[config.mk]
export PLATFORM = sky130hd
export DESIGN_NAME = pipeline_ctrl
export DESIGN_NICKNAME = d
export VERILOG_FILES = /design/src/rtl/pipeline_ctrl.sv
export SDC_FILE = /design/constraint.sdc
export NUM_CORES = 1
export LEC_CHECK = 0
export BUFFER_PORTS_ARGS = -buffer_cell sky130_fd_sc_hd__buf_2
export CORE_AREA = 3 3 58 60
export CTS_BUF_LIST = sky130_fd_sc_hd__clkbuf_4
export DETAILED_ROUTE_END_ITERATION = 10
export DIE_AREA = 0 0 61 63
export PLACE_DENSITY = 0.8
export SLEW_MARGIN = 40
export SYNTH_ARGS = -nofsm -noshare
export SYNTH_HDL_FRONTEND = slang
export SYNTH_SLANG_ARGS = --single-unit
[constraint.sdc]
create_clock -name i_clk -period 2.1 [get_ports i_clk]
set_clock_uncertainty 0.2 [all_clocks]
set_input_delay 0 -clock i_clk [delete_from_list [all_inputs] [get_ports i_clk]]
set_output_delay 0 -clock i_clk [all_outputs]
set_load 0.05 [all_outputs]
[src/rtl/pipeline_ctrl.sv]
// Stall/flush sequencer for the 5-stage pipeline: per-stage enables/flushes, dmem timeout FSM, halt.
// Optional perf counters are built when PIPE_CTRL_PERF_EN is defined.
module pipeline_ctrl #(
    parameter int DMEM_TIMEOUT = 255
) (
    input  logic        i_clk,
    input  logic        i_rst_n,
    input  logic        i_raw_stall,
    input  logic        i_ex_redirect,
    input  logic        i_imem_ready,
    input  logic        i_dmem_req,
    input  logic        i_dmem_ready,
    input  logic        i_wb_halt,
    output logic        o_pc_en,
    output logic        o_if_id_en,
    output logic        o_id_ex_en,
    output logic        o_ex_mem_en,
    output logic        o_mem_wb_en,
    output logic        o_if_id_flush,
    output logic        o_id_ex_flush,
    output logic        o_ex_mem_flush,
    output logic        o_mem_wb_flush,
    output logic        o_halted,
    output logic        o_fault,
    output logic [1:0]  o_state,
    output logic [31:0] o_stall_cycles,
    output logic [31:0] o_redirects
);

    localparam int CW = (DMEM_TIMEOUT < 2) ? 1 : $clog2(DMEM_TIMEOUT);
    localparam logic [CW-1:0] WAIT_LAST = CW'(DMEM_TIMEOUT - 1);

    typedef enum logic [1:0] {
        FLUSH    = 2'd0,
        RUN      = 2'd1,
        MEM_WAIT = 2'd2,
        HALT     = 2'd3
    } state_t;

    state_t        state, next_state;
    logic [CW-1:0] wait_count;
    logic          fault;
    logic          run_eval;
    logic          wait_expired;

    always_ff @(posedge i_clk) begin
        if (!i_rst_n) begin
            state      <= FLUSH;
            wait_count <= '0;
            fault      <= 1'b0;
        end else begin
            state <= next_state;
            if (state == MEM_WAIT && !i_dmem_ready && !wait_expired)
                wait_count <= wait_count + 1'b1;
            else
                wait_count <= '0;
            if (wait_expired)
                fault <= 1'b1;
        end
    end

    // run_eval marks cycles where the normal RUN priority rules drive the stages,
    // including the MEM_WAIT cycle in which data memory finally answers.
    always_comb begin
        next_state     = state;
        run_eval       = 1'b0;
        wait_expired   = 1'b0;
        o_pc_en        = 1'b0;
        o_if_id_en     = 1'b0;
        o_id_ex_en     = 1'b0;
        o_ex_mem_en    = 1'b0;
        o_mem_wb_en    = 1'b0;
        o_if_id_flush  = 1'b0;
        o_id_ex_flush  = 1'b0;
        o_ex_mem_flush = 1'b0;
        o_mem_wb_flush = 1'b0;

        case (state)
            FLUSH: begin
                o_if_id_flush  = 1'b1;
                o_id_ex_flush  = 1'b1;
                o_ex_mem_flush = 1'b1;
                o_mem_wb_flush = 1'b1;
                next_state     = RUN;
            end
            RUN: begin
                if (i_dmem_req && !i_dmem_ready)
                    next_state = MEM_WAIT;
                else
                    run_eval = 1'b1;
            end
            MEM_WAIT: begin
                if (i_dmem_ready) begin
                    run_eval = 1'b1;
                end else if (wait_count == WAIT_LAST) begin
                    wait_expired = 1'b1;
                    next_state   = HALT;
                end
            end
            HALT: begin
                next_state = HALT;
            end
            default: next_state = FLUSH;
        endcase

        if (run_eval) begin
            if (i_wb_halt) begin
                next_state = HALT;
            end else begin
                next_state = RUN;
                if (i_ex_redirect) begin
                    o_pc_en       = 1'b1;
                    o_if_id_flush = 1'b1;
                    o_id_ex_flush = 1'b1;
                    o_ex_mem_en   = 1'b1;
                    o_mem_wb_en   = 1'b1;
                end else if (i_raw_stall) begin
                    o_id_ex_flush = 1'b1;
                    o_ex_mem_en   = 1'b1;
                    o_mem_wb_en   = 1'b1;
                end else if (!i_imem_ready) begin
                    o_if_id_flush = 1'b1;
                    o_id_ex_en    = 1'b1;
                    o_ex_mem_en   = 1'b1;
                    o_mem_wb_en   = 1'b1;
                end else begin
                    o_pc_en     = 1'b1;
                    o_if_id_en  = 1'b1;
                    o_id_ex_en  = 1'b1;
                    o_ex_mem_en = 1'b1;
                    o_mem_wb_en = 1'b1;
                end
            end
        end
    end

    assign o_halted = (state == HALT);
    assign o_fault  = fault;
    assign o_state  = state;

`ifdef PIPE_CTRL_PERF_EN
    logic [31:0] stall_count;
    logic [31:0] redirect_count;
    logic        redirect_taken;

    assign redirect_taken = run_eval && !i_wb_halt && i_ex_redirect;

    always_ff @(posedge i_clk) begin
        if (!i_rst_n) begin
            stall_count    <= '0;
            redirect_count <= '0;
        end else begin
            if ((state == RUN || state == MEM_WAIT) && !o_pc_en)
                stall_count <= stall_count + 32'd1;
            if (redirect_taken)
                redirect_count <= redirect_count + 32'd1;
        end
    end

    assign o_stall_cycles = stall_count;
    assign o_redirects    = redirect_count;
`else
    assign o_stall_cycles = 32'd0;
    assign o_redirects    = 32'd0;
`endif

endmodule

==> impl_metrics.env <==
export IMPL_status="finished, violations left"
export IMPL_violations="negative setup slack"
export IMPL_path_class="reg2out"
export IMPL_fp_dieW_um=61
export IMPL_critPathCaptureType="primary output"
export IMPL_synth_warnings=0
export IMPL_hp_class="in2reg"
export IMPL_path_buf_inv=3
export IMPL_vias_per_cell=3.976
export IMPL_finalNetCount=196
export IMPL_cts_tree="yes"
export IMPL_seq_area_frac_synth=0.1805
export IMPL_overflow=0
export IMPL_area_growth_pct=8.000
export IMPL_start_util=0.4097
export IMPL_required_ns=1.90
export IMPL_insertion_delay_ns=0.27
export IMPL_critPathMaxStageDelay_ns=0.36
export IMPL_yosysUniqueCellTypes=32
export IMPL_fin_tns_setup_ns=-0.002247
export IMPL_rsz0062_at_grt="true"
export IMPL_clock_sinks=11
export IMPL_hold_path_startpoint="i_wb_halt"
export IMPL_synth_enable_flop_cells=0
export IMPL_grt_pass1_wl_um=2939
export IMPL_peakVddDrop_v=0.0003819
export IMPL_dp_cells=200
export IMPL_synth_top_family_by_area="buffers and inverters"
export IMPL_power_density_nw_per_um2=1268
export IMPL_die_height_um=63
export IMPL_slew_violations=0
export IMPL_num_rows=20
export IMPL_setup_viol=1
export IMPL_cts_max_level=1
export IMPL_wirelength_um=2080
export IMPL_critPathTopFamily="simple AND/OR/NAND/NOR gates"
export IMPL_min_period_ns=2.102
export IMPL_drc=0
export IMPL_min_to="o_state[1]$_SDFFE_PN0P_"
export IMPL_vias=843
export IMPL_synth_fa_ha_area_frac=0.08205
export IMPL_arrival_ns=1.90
export IMPL_synth_xor_area_share=0.04308
export IMPL_globalplace_congestion=0.8622
export IMPL_ioPinCount=85
export IMPL_stdcell_count=212
export IMPL_r2r_cells=8
export IMPL_reg2reg_slack_ns=0.04
export IMPL_cts_buffers=3
export IMPL_synth_seq_cells=11
export IMPL_wl_per_cell_um=9.811
export IMPL_async_flop_share=0
export IMPL_drt_pass1_iter_count=4
export IMPL_synth_mux_area_frac=0
export IMPL_holdPathStages=3
export IMPL_synth_compound_area_frac=0.08923
export IMPL_worstSetupStartpointType="flip-flop"
export IMPL_root_buffer="clkbuf_4"
export IMPL_synth_flop_cell="dfxtp_1"
export IMPL_fin_ws_ns=-0.002247
export IMPL_fmax_ghz=0.4757
export IMPL_dieArea_um2=3843
export IMPL_antenna_found_initial=0
export IMPL_fin_crit_sh=1.001
export IMPL_reg2reg_to="o_state[1]$_SDFFE_PN0P_"
export IMPL_finalHoldViolCount=0
export IMPL_clockBufferDepth=2
export IMPL_grt_usage=0.09951
export IMPL_fp_coreArea_um2=2978
export IMPL_dp_hpwl_um=1565
export IMPL_grt_start_max_net_pins=9
export IMPL_synth_cells=150
export IMPL_drive_gt1_frac=0.2905
export IMPL_syn_area_um2=1220
export IMPL_drt_iter0_markers=31
export IMPL_clkTransAtPathRegs_ns=0.07
export IMPL_ant_nets=0
export IMPL_r2r_start="o_state[0]$_SDFFE_PN0P_"
export IMPL_syn_avg_cell_area_um2=8.133
export IMPL_drv_cap=0
export IMPL_path_cells="clkinvlp_4 -> ha_4 -> nand2_2 -> o21a_1 -> or2_4 -> inv_4 -> and3_4 -> buf_8"
export IMPL_p_leak_nw=0.6622
export IMPL_crit_fanout=6
export IMPL_grt_pass1_vias=723
export IMPL_io_buffers=20
export IMPL_antenna_cells=0
export IMPL_synth_simple_area_share=0.1672
export IMPL_crit_slowest_cell="dfxtp_4"
-- synth_stat cells, types with 2 or more instances --
library cell	count	share of area
o21a_1	2	0.012
nor2b_1	3	0.015
buf_4	66	0.41
ha_1	8	0.082
nand3_1	5	0.021
nand2_1	4	0.012
nor2_1	14	0.043
o21bai_1	2	0.012
nor3_1	2	0.0082
dfxtp_1	11	0.18
xor2_1	3	0.022
inv_1	7	0.022
xnor2_1	3	0.022
a21oi_1	2	0.0082
-- layout by cell type, fill, tap and decap left out, drive strengths merged, types with 2 or more instances in the layout --
cell         netlist  final
nor3               2      2
conb               1     64
xnor2              3      3
nor2              14     14
nand3              5      5
nor2b              3      3
a21oi              2      2
o21bai             2      2
o21a               2      2
buf               67     27
ha                 8      8
or2                2      2
dlygate4sd3        0      2
clkbuf             0      4
dfxtp             11     11
inv                8      7
nand2              4      4
xor2               3      3
-- cell type report --
cell class | instances | area, µm²
multi-input cells | 127 | 774.5
clock buffers | 4 | 30.03
flip-flops and latches | 11 | 227.7
fillers | 318 | 1660
repair buffers | 29 | 207.7
well taps | 33 | 41.29
inverters | 8 | 36.28
-- where the power goes --
part	switching (mW)	internal (mW)	leakage [nW]	total [mW]
Combinational	0.865	0.391	0.553	1.26
Clock	0.0703	0.0865	0.0184	0.157
Sequential	0.0184	0.240	0.0903	0.258
Total	0.954	0.717	0.662	1.67
-- per-layer routing --
metal	share of wire	vias to the layer above	routed length, µm	global-route usage
met3	0.078	5	163	0.02479
met5	0	-	0	0
li1	-	407	-	-
met2	0.56	46	1173	0.1885
met1	0.34	385	709	0.09653
met4	0.016	0	34	0.04065
-- logic make-up after synthesis --
family,Yosys count
buf+inv,75
simple gates,37
compound gates,12
flops,11
fa+ha+maj,8
xor+xnor,6
other cells,1
-- metrics by stage --
step	total power [mW]	hold slack, ns	cell area, µm²	worst slack [ns]	utilization
finish	1.671	0.01957	1318	-0.002247	0.4424
global route	1.775	0.03997	1318	-0.07838	0.4424
CTS	1.577	0.01604	1262	-0.01892	0.4240
detailed placement	1.292	0.07543	1141	0.008757	0.3832
global placement	1.284	0.07702	1141	0.07645	0.3832
floorplan	1.259	-0.1372	1493	-0.05377	-
-- repair_timing --
action                                  4_1_cts  5_1_grt
hold buffers                                  2        0
endpoints found under the hold margin        11        0
endpoints found under the setup margin        7        9
pin swaps                                     3        5
buffers inserted                              4        2
resized for setup                            12        9
gates cloned                                  0        0
-- state kept, by name, indices dropped and copies added (netlist names) --
| name | count |
|---|---|
| o_fault | 1 |
| wait_count | 8 |
| o_state | 2 |
-- worst register-to-register path: cells and delay by family, from the launching register on --
| kind | cells | cell delay [ns] |
|---|---|---|
| compound gates | 4 | 0.82 |
| buf+inv | 3 | 0.42 |
| flops | 1 | 0.36 |
| fa+ha+maj | 1 | 0.16 |
-- worst max path at each step --
stage | start | to | depth (start not counted)
4_1_cts | o_state[0]$_SDFFE_PN0P_ | o_if_id_en | 8
2_1_floorplan | o_state[0]$_SDFFE_PN0P_ | o_id_ex_flush | 7
5_1_grt | o_state[0]$_SDFFE_PN0P_ | o_if_id_en | 8
3_5_place_dp | o_state[0]$_SDFFE_PN0P_ | o_if_id_en | 8
6_report | o_state[0]$_SDFFE_PN0P_ | o_if_id_en | 8
3_3_place_gp | o_state[1]$_SDFFE_PN0P_ | o_if_id_en | 8
Note: power is estimated with default switching activity, not from simulation.
